File: src/rtl/config_loader.sv
// config_loader
//
// Streams configuration words from a host into the fabric configuration
// chain one bit per cycle, and in the same shifts collects the bits that
// fall out of the far end of the chain into a read-back word stream.
//
// Ports
//   config_clock   : only clock, rising edge
//   config_nreset  : asynchronous active-low reset
//   start          : begin a load (sampled only in IDLE)
//   wr_data/wr_valid/wr_ready : configuration word stream in, LSB sent first
//   rd_data/rd_valid/rd_ready : read-back word stream out, first bit in LSB
//   chain_in       : serial data to the first tile's config_in
//   chain_enable   : shift enable shared by all tiles
//   chain_out      : serial data from the last tile's config_out
//   busy           : load in progress (cycle after start until done)
//   done           : one-cycle pulse at the end of a load
//   dbg_state      : current controller state (0 idle, 1 load, 2 finish)
//
// Handshakes: a word moves on a rising edge where valid and ready are both
// high. A source holds valid (and its data) stable until that edge; ready
// never depends combinationally on valid.
module config_loader #(
  parameter int WORD_WIDTH   = 32,
  parameter int CHAIN_LENGTH = 216
) (
  input  logic                  config_clock,
  input  logic                  config_nreset,
  input  logic                  start,
  input  logic [WORD_WIDTH-1:0] wr_data,
  input  logic                  wr_valid,
  output logic                  wr_ready,
  output logic [WORD_WIDTH-1:0] rd_data,
  output logic                  rd_valid,
  input  logic                  rd_ready,
  output logic                  chain_in,
  output logic                  chain_enable,
  input  logic                  chain_out,
  output logic                  busy,
  output logic                  done,
  output logic [1:0]            dbg_state
);

  localparam int NWORDS    = (CHAIN_LENGTH + WORD_WIDTH - 1) / WORD_WIDTH;
  localparam int LAST_BITS = CHAIN_LENGTH - (NWORDS - 1) * WORD_WIDTH;
  localparam int BCW       = $clog2(CHAIN_LENGTH + 1);
  localparam int WCW       = $clog2(NWORDS + 1);
  localparam int SCW       = $clog2(WORD_WIDTH + 1);

  localparam logic [BCW-1:0] BITS_TOTAL  = BCW'(CHAIN_LENGTH);
  localparam logic [WCW-1:0] WORDS_TOTAL = WCW'(NWORDS);
  localparam logic [WCW-1:0] WORDS_LAST  = WCW'(NWORDS - 1);
  localparam logic [SCW-1:0] FULL_CNT    = SCW'(WORD_WIDTH);
  localparam logic [SCW-1:0] LAST_CNT    = SCW'(LAST_BITS);

  typedef enum logic [1:0] {
    S_IDLE   = 2'd0,
    S_LOAD   = 2'd1,
    S_FINISH = 2'd2
  } state_t;

  state_t                state_q, state_d;
  logic [BCW-1:0]        bit_cnt_q, bit_cnt_d;    // bits shifted (and captured)
  logic [WCW-1:0]        wr_cnt_q, wr_cnt_d;      // words accepted
  logic [WCW-1:0]        rd_cnt_q, rd_cnt_d;      // words delivered
  logic [WORD_WIDTH-1:0] hold_q, hold_d;          // write holding register
  logic [SCW-1:0]        hold_cnt_q, hold_cnt_d;  // valid bits in hold (0 = empty)
  logic [WORD_WIDTH-1:0] tx_q, tx_d;              // transmit shift register
  logic [SCW-1:0]        tx_cnt_q, tx_cnt_d;      // bits left to send from tx
  logic [WORD_WIDTH-1:0] rx_q, rx_d;              // receive shift register
  logic [SCW-1:0]        rx_cnt_q, rx_cnt_d;      // bits collected in rx
  logic [WORD_WIDTH-1:0] rd_data_q, rd_data_d;
  logic                  rd_valid_q, rd_valid_d;
  logic                  chain_in_q, chain_in_d;
  logic                  chain_en_q, chain_en_d;

  logic                  wr_fire;
  logic                  rd_fire;
  logic [SCW-1:0]        wr_bits;
  logic                  src_avail;
  logic [WORD_WIDTH-1:0] rx_tmp;
  logic [SCW-1:0]        rx_cnt_tmp;
  logic [BCW-1:0]        bits_tmp;

  // State register and datapath flops
  always_ff @(posedge config_clock or negedge config_nreset) begin
    if (!config_nreset) begin
      state_q    <= S_IDLE;
      bit_cnt_q  <= '0;
      wr_cnt_q   <= '0;
      rd_cnt_q   <= '0;
      hold_q     <= '0;
      hold_cnt_q <= '0;
      tx_q       <= '0;
      tx_cnt_q   <= '0;
      rx_q       <= '0;
      rx_cnt_q   <= '0;
      rd_data_q  <= '0;
      rd_valid_q <= 1'b0;
      chain_in_q <= 1'b0;
      chain_en_q <= 1'b0;
    end else begin
      state_q    <= state_d;
      bit_cnt_q  <= bit_cnt_d;
      wr_cnt_q   <= wr_cnt_d;
      rd_cnt_q   <= rd_cnt_d;
      hold_q     <= hold_d;
      hold_cnt_q <= hold_cnt_d;
      tx_q       <= tx_d;
      tx_cnt_q   <= tx_cnt_d;
      rx_q       <= rx_d;
      rx_cnt_q   <= rx_cnt_d;
      rd_data_q  <= rd_data_d;
      rd_valid_q <= rd_valid_d;
      chain_in_q <= chain_in_d;
      chain_en_q <= chain_en_d;
    end
  end

  // Next-state logic. The last read word can only exist after the final bit
  // was captured, so its acceptance ends the load.
  always_comb begin
    state_d = state_q;
    case (state_q)
      S_IDLE:   if (start) state_d = S_LOAD;
      S_LOAD:   if (rd_fire && (rd_cnt_q == WORDS_LAST) && (bit_cnt_q == BITS_TOTAL))
                  state_d = S_FINISH;
      S_FINISH: state_d = S_IDLE;
      default:  state_d = S_IDLE;
    endcase
  end

  // Outputs
  always_comb begin
    busy         = (state_q != S_IDLE);
    done         = (state_q == S_FINISH);
    wr_ready     = (state_q == S_LOAD) && (hold_cnt_q == '0) && (wr_cnt_q < WORDS_TOTAL);
    rd_valid     = rd_valid_q;
    rd_data      = rd_data_q;
    chain_in     = chain_in_q;
    chain_enable = chain_en_q;
    dbg_state    = state_q;
  end

  assign wr_fire   = wr_valid && wr_ready;
  assign rd_fire   = rd_valid_q && rd_ready;
  // The last word of a load only carries the bits that still fit the chain.
  assign wr_bits   = (wr_cnt_q == WORDS_LAST) ? LAST_CNT : FULL_CNT;
  assign src_avail = (tx_cnt_q != '0) || (hold_cnt_q != '0) || wr_fire;

  // Datapath
  always_comb begin
    bit_cnt_d  = bit_cnt_q;
    wr_cnt_d   = wr_cnt_q;
    rd_cnt_d   = rd_cnt_q;
    hold_d     = hold_q;
    hold_cnt_d = hold_cnt_q;
    tx_d       = tx_q;
    tx_cnt_d   = tx_cnt_q;
    rx_d       = rx_q;
    rx_cnt_d   = rx_cnt_q;
    rd_data_d  = rd_data_q;
    rd_valid_d = rd_valid_q;
    chain_in_d = 1'b0;
    chain_en_d = 1'b0;
    rx_tmp     = rx_q;
    rx_cnt_tmp = rx_cnt_q;
    bits_tmp   = bit_cnt_q;

    if (state_q == S_IDLE) begin
      if (start) begin
        bit_cnt_d  = '0;
        wr_cnt_d   = '0;
        rd_cnt_d   = '0;
        hold_cnt_d = '0;
        tx_cnt_d   = '0;
        rx_d       = '0;
        rx_cnt_d   = '0;
        rd_valid_d = 1'b0;
      end
    end else if (state_q == S_LOAD) begin
      if (wr_fire) wr_cnt_d = wr_cnt_q + 1'b1;
      if (rd_fire) begin
        rd_cnt_d   = rd_cnt_q + 1'b1;
        rd_valid_d = 1'b0;
      end

      // The chain shifts on this edge: take the bit leaving its far end.
      // Bits are placed by index so a short final word stays right-aligned.
      if (chain_en_q) begin
        rx_tmp     = rx_q | (WORD_WIDTH'(chain_out) << rx_cnt_q);
        rx_cnt_tmp = rx_cnt_q + 1'b1;
        bits_tmp   = bit_cnt_q + 1'b1;
      end
      bit_cnt_d = bits_tmp;
      rx_d      = rx_tmp;
      rx_cnt_d  = rx_cnt_tmp;

      // Hand a complete (or final partial) word over once rd_data is free.
      if (((rx_cnt_tmp == FULL_CNT) || ((bits_tmp == BITS_TOTAL) && (rx_cnt_tmp != '0)))
          && (!rd_valid_q || rd_ready)) begin
        rd_data_d  = rx_tmp;
        rd_valid_d = 1'b1;
        rx_d       = '0;
        rx_cnt_d   = '0;
      end

      // Present the next stream bit only if the receive side can take the
      // bit that will come out when it shifts. Sources in stream order:
      // transmit register, holding register, then a word arriving right now.
      if (src_avail && (rx_cnt_d != FULL_CNT)) begin
        chain_en_d = 1'b1;
        if (tx_cnt_q != '0) begin
          chain_in_d = tx_q[0];
          tx_d       = tx_q >> 1;
          tx_cnt_d   = tx_cnt_q - 1'b1;
        end else if (hold_cnt_q != '0) begin
          chain_in_d = hold_q[0];
          tx_d       = hold_q >> 1;
          tx_cnt_d   = hold_cnt_q - 1'b1;
          hold_cnt_d = '0;
        end else begin
          chain_in_d = wr_data[0];
          tx_d       = wr_data >> 1;
          tx_cnt_d   = wr_bits - 1'b1;
        end
      end

      // A word that did not go straight onto the chain parks in the hold.
      if (wr_fire && !(chain_en_d && (tx_cnt_q == '0) && (hold_cnt_q == '0))) begin
        hold_d     = wr_data;
        hold_cnt_d = wr_bits;
      end
    end
  end

endmodule

File: config.mk
export PLATFORM = sky130hd
export DESIGN_NAME = config_loader
export DESIGN_NICKNAME = d
export VERILOG_FILES = /design/src/rtl/config_loader.sv
export SDC_FILE = /design/constraint.sdc
export NUM_CORES = 1
export LEC_CHECK = 0
export CAP_MARGIN = 20
export CORE_UTILIZATION = 60
export DETAILED_ROUTE_END_ITERATION = 10
export GPL_TIMING_DRIVEN = 0
export HOLD_SLACK_MARGIN = 0.05
export PLACE_DENSITY = 0.9
export SLEW_MARGIN = 20
export SYNTH_ARGS = -nofsm -noshare
export SYNTH_HDL_FRONTEND = slang
export SYNTH_SLANG_ARGS = --single-unit
export TNS_END_PERCENT = 100
File: constraint.sdc
create_clock -name config_clock -period 7.8 [get_ports config_clock]
set_clock_uncertainty 0.05 [all_clocks]
set_input_delay 2.34 -clock config_clock [delete_from_list [all_inputs] [get_ports config_clock]]
set_output_delay 2.34 -clock config_clock [all_outputs]
set_load 0.03 [all_outputs]
==> impl_metrics.ini, run 1 <==
[setup_path]
reg2reg_slack_ns = 4.50
crit_fanout = 9
cp_data_arrival_time_ns = 2.51
end_kind = output port
worstPathRequired_ns = 5.41
worstSetupPathType = reg2out
startpoint_type = flip-flop

[pwr]
p_sw_mw = 0.642
clkPwrFrac_pct = 34.8
power.leakage_nw = 4.03
power.density_nw_per_um2 = 236
power.share.sequential_pct = 44.4
p_int_mw = 1.62
pwr-share-comb_pct = 20.8
swShare_pct = 28.5
irDropWorstVdd_v = 0.000171

[clock_tree]
cts_tree = done
cts_made_buffers = 17
htreeDepth = 4
ctsHoldBuffers = 0
cts_setup_buffers = 0
cts.sinks = 160
cts_buffer_depth = 2
clockRootBuffer = clkbuf_16
clkSlewWorstSetupHoldPaths_ns = 0.06
cts_resized = 0
insertion_delay_ns = 0.44

[yosys]
syn_inst = 803
synth-compound-area-share_pct = 19.7
netlist.area_leader.share_pct = 50.0
ys_ff_latch = 160
synth_area_leader_cell = dfrtp_1
synth_top_family_by_area = compound AO/OA/AOI/OAI gates
synth-edff-count = 0
synth_area_leaders = dfrtp_1 50%, mux2_2 8.7%, nand2_1 5.4%
synthTopCellsByCount = 160 x dfrtp_1, 116 x nand2_1, 83 x o21ai_0, 66 x a21oi_1, 62 x mux2_2
async_flop_share_pct = 100
netlist_area_um2 = 8010
synth_mux_area_share_pct = 9.22
synth.distinct_cells = 64
synth.most_common_cell = dfrtp_1
ys_warn_count = 0
avgSynthCellArea_um2 = 9.97
synth_xor_area_share_pct = 0.875
synth-main-ff-cell = dfrtp_1
synth_fa_ha_area_share_pct = 1.25
synth-simple-area-share_pct = 14.5
seq_area_frac_synth_pct = 50.0
syn_nets = 849

[placement]
portBuffers = 77
place_congestion = 0.843
dp_cells = 1053
dp_hpwl_mm = 12.3

[floorplanning]
fp.coreArea_um2 = 12800
io_pins = 78
fp.dieH_um = 118
rows = 41
die_area_um2 = 13800
start_util_pct = 62.4
die_width_um = 118

[detailed_routing]
totalWireLength_mm = 18.6
drtPass1Iterations = 5
ant_nets = 0
routedWlPerCell_um = 17.1
vias = 6533
viasPerCell = 6.03
drc = 0
drt_iter0_drc = 626

[sta]
fin_crit_ns = 4.90
hold_slack_ns = 0.432
max_clock_freq_ghz = 0.204
slew_headroom_pct = 26.0
drv_slew = 0
finalHoldViolations = 0
final-setup-viol-count = 0
period_share_pct = 62.9
tightestPinTransition_ns = 1.11
rsz0062_at_grt = no

[final_layout]
antenna_cells = 0
fin_cells = 1083
syn_to_final_growth_pct = 19.6
nNetsFinal = 946
drive_gt1_share_pct = 13.9

[grt]
overflow = 0
grt_use_total_pct = 28.3
grt_max_degree = 97
antenna_found_initial = 0
first_global_vias = 6605
grt_pass1_wl_mm = 31.6

[status]
outcome = complete, no violations

[flow_run]
maxCapViolations = 0

[hold_path]
hold_path_class = reg2reg
worst max-delay path, cell delays in order (launching register included):
cell and delay [ns]:
dfrtp_1 0.36, clkbuf_1 0.18, nor2_1 0.55, and3_1 0.30
clkdlybuf4s50_1 0.68
per-layer routing:
layer	wire, µm	track usage [%]
met4	328	10.6
met2	9360	48.6
met3	926	5.77
met1	7950	35.3
met5	0	0
cells in the final DEF (no fill, tap or decap), drive strengths merged, types with 2 or more instances in the layout:
cell type / synthesis / layout
dfrtp: 160 / 160
nand2: 116 / 116
o21ai: 83 / 83
clkdlybuf4s50: 0 / 76
a21oi: 67 / 67
clkbuf: 43 / 67
mux2: 64 / 64
nand2b: 37 / 37
a211oi: 33 / 33
a2bb2oi: 32 / 32
buf: 23 / 25
nor2: 21 / 21
nand3: 15 / 15
inv: 13 / 13
nand4: 9 / 9
ha: 8 / 8
a31oi: 6 / 6
nor2b: 4 / 4
xor2: 4 / 4
or3: 4 / 4
o31ai: 4 / 4
and2: 4 / 4
xnor2: 4 / 4
clkinv: 0 / 4
nor3: 4 / 4
and3: 3 / 3
and4: 3 / 3
nor3b: 3 / 3
nor4: 3 / 3
a221o: 3 / 3
o2bb2ai: 2 / 2
nand4b: 2 / 2
a21o: 2 / 2
o41ai: 2 / 2
a2111oi: 2 / 2
power groups by stage:
| stage | clock network [mW] | registers, mW | logic (mW) |
|---|---|---|---|
| 2_1_floorplan | 0 | 1.01 | 0.308 |
| 3_3_place_gp | 0 | 1.01 | 0.447 |
| 3_5_place_dp | 0 | 1.01 | 0.464 |
| 4_1_cts | 0.794 | 1.00 | 0.473 |
| 5_1_grt | 0.825 | 1.02 | 0.513 |
| 6_report | 0.786 | 1.00 | 0.470 |
sequential cells by signal (all words and copies together), names as in the netlist, 6 cells and up:
signal and flops:
rx_q 32, tx_q 31, tx_cnt_q 6, rd_data 32
hold_q 32, rx_cnt_q 6, bit_cnt_q 8
cell families (layout without fill, tap and decap cells):
family,Yosys count,count (layout)
AOI/OAI and AO/OA,249,249
xor gates and xnor gates,8,8
DFF,160,160
buffers and inverters,79,187
adders and majority gates,8,8
muxes,65,65
and+or+nand+nor,234,234
final timing paths:
check,from,to,cells past startpoint
setup / recovery,hold_cnt_q[4],wr_ready,4
hold / removal,tx_q[6],tx_q[6],2
setup reg to reg,rx_cnt_q[1],hold_q[30],8
hold reg to reg,tx_q[6],tx_q[6],2
max in group asynchronous,config_nreset,rd_data[4],2
min in group asynchronous,config_nreset,hold_q[7],1
cell type report:
class / instances / area (µm²)
flip-flops and latches: 160 / 4000
multi-input cells: 564 / 3640
fillers: 879 / 3250
repair buffers: 78 / 803
clock buffers: 24 / 492
plain buffers: 66 / 310
well taps: 172 / 215
clock inverters: 6 / 57.6
inverters: 13 / 48.8
per-stage QoR:
stage               setup WS [ns]  total power [mW]  utilization [%]  setup TNS [ns]  area (µm²)
global placement            -2.07              1.45             70.1         -328.50        8990
finish                       2.90              2.26             74.7               0        9570
global route                 2.79              2.35             74.7               0        9570
floorplan                    4.09              1.32                -               0        8010
CTS                          2.86              2.27             74.7               0        9570
detailed placement           3.11              1.48             70.4               0        9020
No activity file was read; power rests on OpenSTA's default activity.
==> run 2, diff against run 1 <==
Settings changed: CORE_UTILIZATION 60 to 58, PLACE_DENSITY 0.9 to 0.88.
Clock period 7.8 ns to 5 ns, I/O delays scaled along.
==> run 2 against run 1 <==
Compared with the run above:
- register-to-register slack lost 2.8 ns
- clock power up 65%
- utilization down 2.6 points
- largest cell class unchanged
- sequential cell count did not move
- die area increased by 3.4%
- global-route usage is 0.57 points lower
==> impl_metrics.ini, run 2 (synthesized netlist as in run 1, its figures left out) <==
[clock_tree]
insertion_delay_ns = 0.43
cts.sinks = 160
clkSlewWorstSetupHoldPaths_ns = 0.06
ctsHoldBuffers = 0
clockRootBuffer = clkbuf_16
cts_tree = done
cts_resized = 0
cts_buffer_depth = 2
cts_setup_buffers = 0
cts_made_buffers = 17
htreeDepth = 4

[final_layout]
fin_util_pct = 72.1
final_common_cell = dfrtp_1
nNetsFinal = 946
syn_to_final_growth_pct = 20.1
antenna_cells = 0
layout_common_cells = 160 x dfrtp_1, 116 x nand2_1, 83 x o21ai_0, 76 x clkdlybuf4s50_1, 66 x a21oi_1
drive_gt1_share_pct = 13.9
fin_cells = 1089

[pwr]
p_total_mw = 3.61
power.density_nw_per_um2 = 375
power.leakage_nw = 4.05
irDropWorstVdd_v = 0.000286

[sta]
max_clock_freq_ghz = 0.242
setup_slack_ns = 0.873
final-setup-viol-count = 0
rsz0062_at_grt = no
drv_slew = 0
period_share_pct = 82.5
fin_crit_ns = 4.13
tightestPinTransition_ns = 1.06
finalHoldViolations = 0
slew_headroom_pct = 29.0

[setup_path]
worstSetupPathType = reg2out
crit_fanout = 9
worstPathRequired_ns = 3.45
end_kind = output port
cp_data_arrival_time_ns = 2.58
startpoint_type = flip-flop

[floorplanning]
fp.dieH_um = 119
die_width_um = 119
die_area_um2 = 14300
rows = 42
io_pins = 78
start_util_pct = 60.0
fp.coreArea_um2 = 13300

[placement]
place_congestion = 0.865
portBuffers = 77
post-place-ws_ns = 1.14
dp_hpwl_mm = 12.6
dp_cells = 1057

[detailed_routing]
drt_iter0_drc = 524
vias = 6552
totalWireLength_mm = 19.0
viasPerCell = 6.02
routedWlPerCell_um = 17.4
drtPass1Iterations = 5
drc = 0
ant_nets = 0

[grt]
first_global_vias = 6539
grt_use_total_pct = 27.7
overflow = 0
antenna_found_initial = 0
grt_pass1_wl_mm = 31.3
grt_max_degree = 99

[flow_run]
maxCapViolations = 0

[status]
outcome = complete, no violations

[hold_path]
hold_path_class = reg2reg
-- run 2: cell count changes in the layout (fill, tap and decap cells not counted) --
cell,delta
bufinv_16,+1
clkbuf_1,+2
clkbuf_8,+1
clkinv_2,-1
clkinvlp_4,-1
-- run 2: layout make-up --
class / count / area (µm²)
repair buffers: 78 / 803
inverters: 13 / 48.8
well taps: 176 / 220
plain buffers: 66 / 310
flip-flops and latches: 160 / 4000
multi-input cells: 564 / 3640
fillers: 978 / 3730
clock buffers: 27 / 513
clock inverters: 5 / 75.1
-- run 2: worst max-delay path, stage by stage (launching register included) --
cell             delay (ns)
dfrtp_1                0.36
clkbuf_1               0.20
nor2_1                 0.60
and3_1                 0.30
clkdlybuf4s50_1        0.68
-- run 2: path summary, 6_finish.rpt --
check / start / end / slack, ns / cells past startpoint
worst max-delay path: hold_cnt_q[4] / wr_ready / 0.87 / 4
worst min-delay path: tx_q[30] / tx_q[30] / 0.43 / 2
worst max register to register: rx_cnt_q[1] / hold_q[1] / 1.69 / 8
worst min register to register: tx_q[30] / tx_q[30] / 0.43 / 2
max in group asynchronous: config_nreset / rd_data[6] / 3.07 / 2
min in group asynchronous: config_nreset / hold_q[7] / 0.94 / 1
-- run 2: where the power goes --
group / total (mW) / switching, mW / internal (mW) / leakage (nW)
combinational: 0.746 / 0.423 / 0.323 / 1.76
clock: 1.30 / 0.499 / 0.800 / 0.291
sequential: 1.56 / 0.0930 / 1.47 / 2.00
-- run 2: per-stage QoR --
step / hold slack, ns / setup TNS, ns / cell area (µm²)
after floorplan: 0.399 / 0 / 8010
after detailed placement: 0.421 / 0 / 9030
after global routing: 0.457 / 0 / 9620
after global placement: 0.412 / -647.26 / 9000
after CTS: 0.434 / 0 / 9620
final: 0.434 / 0 / 9620
-- run 2: metal layers --
layer	part of all wire [%]	global-route usage [%]
met4	2.2	11.4
met1	43	34.0
met5	0	0
met3	4.7	5.47
met2	50	47.9
==> run 3, diff against run 2 <==
Clock period 5 ns to 3.8 ns, I/O delays scaled along.
==> run 3 against run 2 <==
Compared with the run above:
- clock power grew 32%
- utilization about the same
- register-to-register slack lost 1.2 ns
- hold slack lost 0.00058 ns
==> impl_metrics.ini, run 3 (synthesized netlist as in run 1, its figures left out) <==
[status]
outcome = complete, no violations

[floorplanning]
io_pins = 78
fp.coreArea_um2 = 13300
start_util_pct = 60.0
die_area_um2 = 14300
die_width_um = 119
fp.dieH_um = 119
rows = 42

[clock_tree]
insertion_delay_ns = 0.43
htreeDepth = 4
cts_made_buffers = 17
clkSlewWorstSetupHoldPaths_ns = 0.06
clockRootBuffer = clkbuf_16
cts_tree = done
cts_buffer_depth = 2
cts_setup_buffers = 0
cts.sinks = 160

[sta]
finalHoldViolations = 0
period_share_pct = 93.0
slew_headroom_pct = 28.9
drv_slew = 0
rsz0062_at_grt = no
fin_crit_ns = 3.53
tightestPinTransition_ns = 1.06
hold_slack_ns = 0.434
final-setup-viol-count = 0
max_clock_freq_ghz = 0.283

[setup_path]
max_stage_delay_ns = 0.68
slowest_stage = clkdlybuf4s50_1
crit_buf_inv = 2
startpoint_type = flip-flop
crit_chain = clkbuf_1 > nor2_2 > and3_1 > clkdlybuf4s50_1
worstSetupPathType = reg2out
worstPathRequired_ns = 2.61
end_kind = output port
crit_fanout = 9
cp_data_arrival_time_ns = 2.34
path_delay_family = buffers and inverters

[detailed_routing]
ant_nets = 0
drtPass1Iterations = 5
routedWlPerCell_um = 17.5
viasPerCell = 6.02
drt_iter0_drc = 555
drc = 0
vias = 6560
totalWireLength_mm = 19.0

[pwr]
irDropWorstVdd_v = 0.000376
power.density_nw_per_um2 = 493
p_total_mw = 4.75
power.leakage_nw = 4.05

[grt]
grt_pass1_wl_mm = 31.3
overflow = 0
grt_use_total_pct = 27.7
antenna_found_initial = 0
first_global_vias = 6539
grt_max_degree = 99

[hold_path]
hold_path_class = reg2reg

[placement]
portBuffers = 77
place_area_um2 = 9030
dp_hpwl_mm = 12.6
place_congestion = 0.865

[final_layout]
drive_gt1_share_pct = 14.0
nNetsFinal = 946
fin_util_pct = 72.1
fillers = 977
layout_common_cells = 160 x dfrtp_1, 116 x nand2_1, 83 x o21ai_0, 76 x clkdlybuf4s50_1, 66 x a21oi_1
final_common_cell = dfrtp_1
antenna_cells = 0
syn_to_final_growth_pct = 20.2
fin_area_um2 = 9620

[flow_run]
maxCapViolations = 0
-- run 3: cell counts in the layout (fill, tap and decap cells not counted) --
Identical to the previous run, type by type.
-- run 3: timing repair --
action,4_1_cts,5_1_grt
hold buffers,0,0
setup endpoints to repair,0,1
gates resized for setup,0,1
-- run 3: routing by layer --
| metal | wire [µm] | track usage, % |
|---|---|---|
| met1 | 8200 | 34.0 |
| met2 | 9570 | 47.9 |
| met3 | 855 | 5.47 |
| met4 | 401 | 11.4 |
| met5 | 0 | 0 |
-- run 3: layout make-up --
class                      count  area (µm²)  share of cell area, %
buffer                        66         310                   3.23
sequential                   160        4000                   41.6
clock buffer                  27         513                   5.33
inverter                      13        48.8                  0.507
timing repair buffer          78         803                   8.35
clock inverter                 5        75.1                  0.780
multi-input combinational    564        3650                   37.9
tap                          176         220                   2.29
-- run 3: worst register-to-register path, stage by stage, from the launching register on --
cell,delay [ns]
dfrtp_1,0.44
ha_1,0.34
or4bb_1,0.51
a21oi_1,0.20
o221a_2,0.26
nand2_1,0.11
a31oi_2,0.52
buf_2,0.37
mux2_2,0.38
-- run 3: metrics by stage --
step,setup TNS [ns],setup WS [ns],std cells
after floorplan,0,1.03,803
after global placement,-781.66,-4.89,1056
after detailed placement,0,0.295,1057
after CTS,0,0.0263,1089
after global routing,0,0.135,1089
final,0,0.267,1089
-- run 3: final timing paths --
kind | slack [ns] | to | cells after the start | startpoint
setup / recovery | 0.27 | wr_ready | 4 | hold_cnt_q[4]
hold / removal | 0.43 | tx_q[30] | 2 | tx_q[30]
setup reg to reg | 0.50 | hold_q[1] | 8 | rx_cnt_q[1]
hold reg to reg | 0.43 | tx_q[30] | 2 | tx_q[30]
max in group asynchronous | 2.26 | rd_data[6] | 2 | config_nreset
min in group asynchronous | 0.58 | hold_q[7] | 1 | config_nreset
-- run 3: report_power, final --
part / total (mW) / switching, mW / leakage, nW / internal, mW
sequential: 2.06 / 0.122 / 2.00 / 1.93
clock: 1.71 / 0.657 / 0.291 / 1.05
combinational: 0.982 / 0.557 / 1.76 / 0.425
total: 4.75 / 1.34 / 4.05 / 3.41
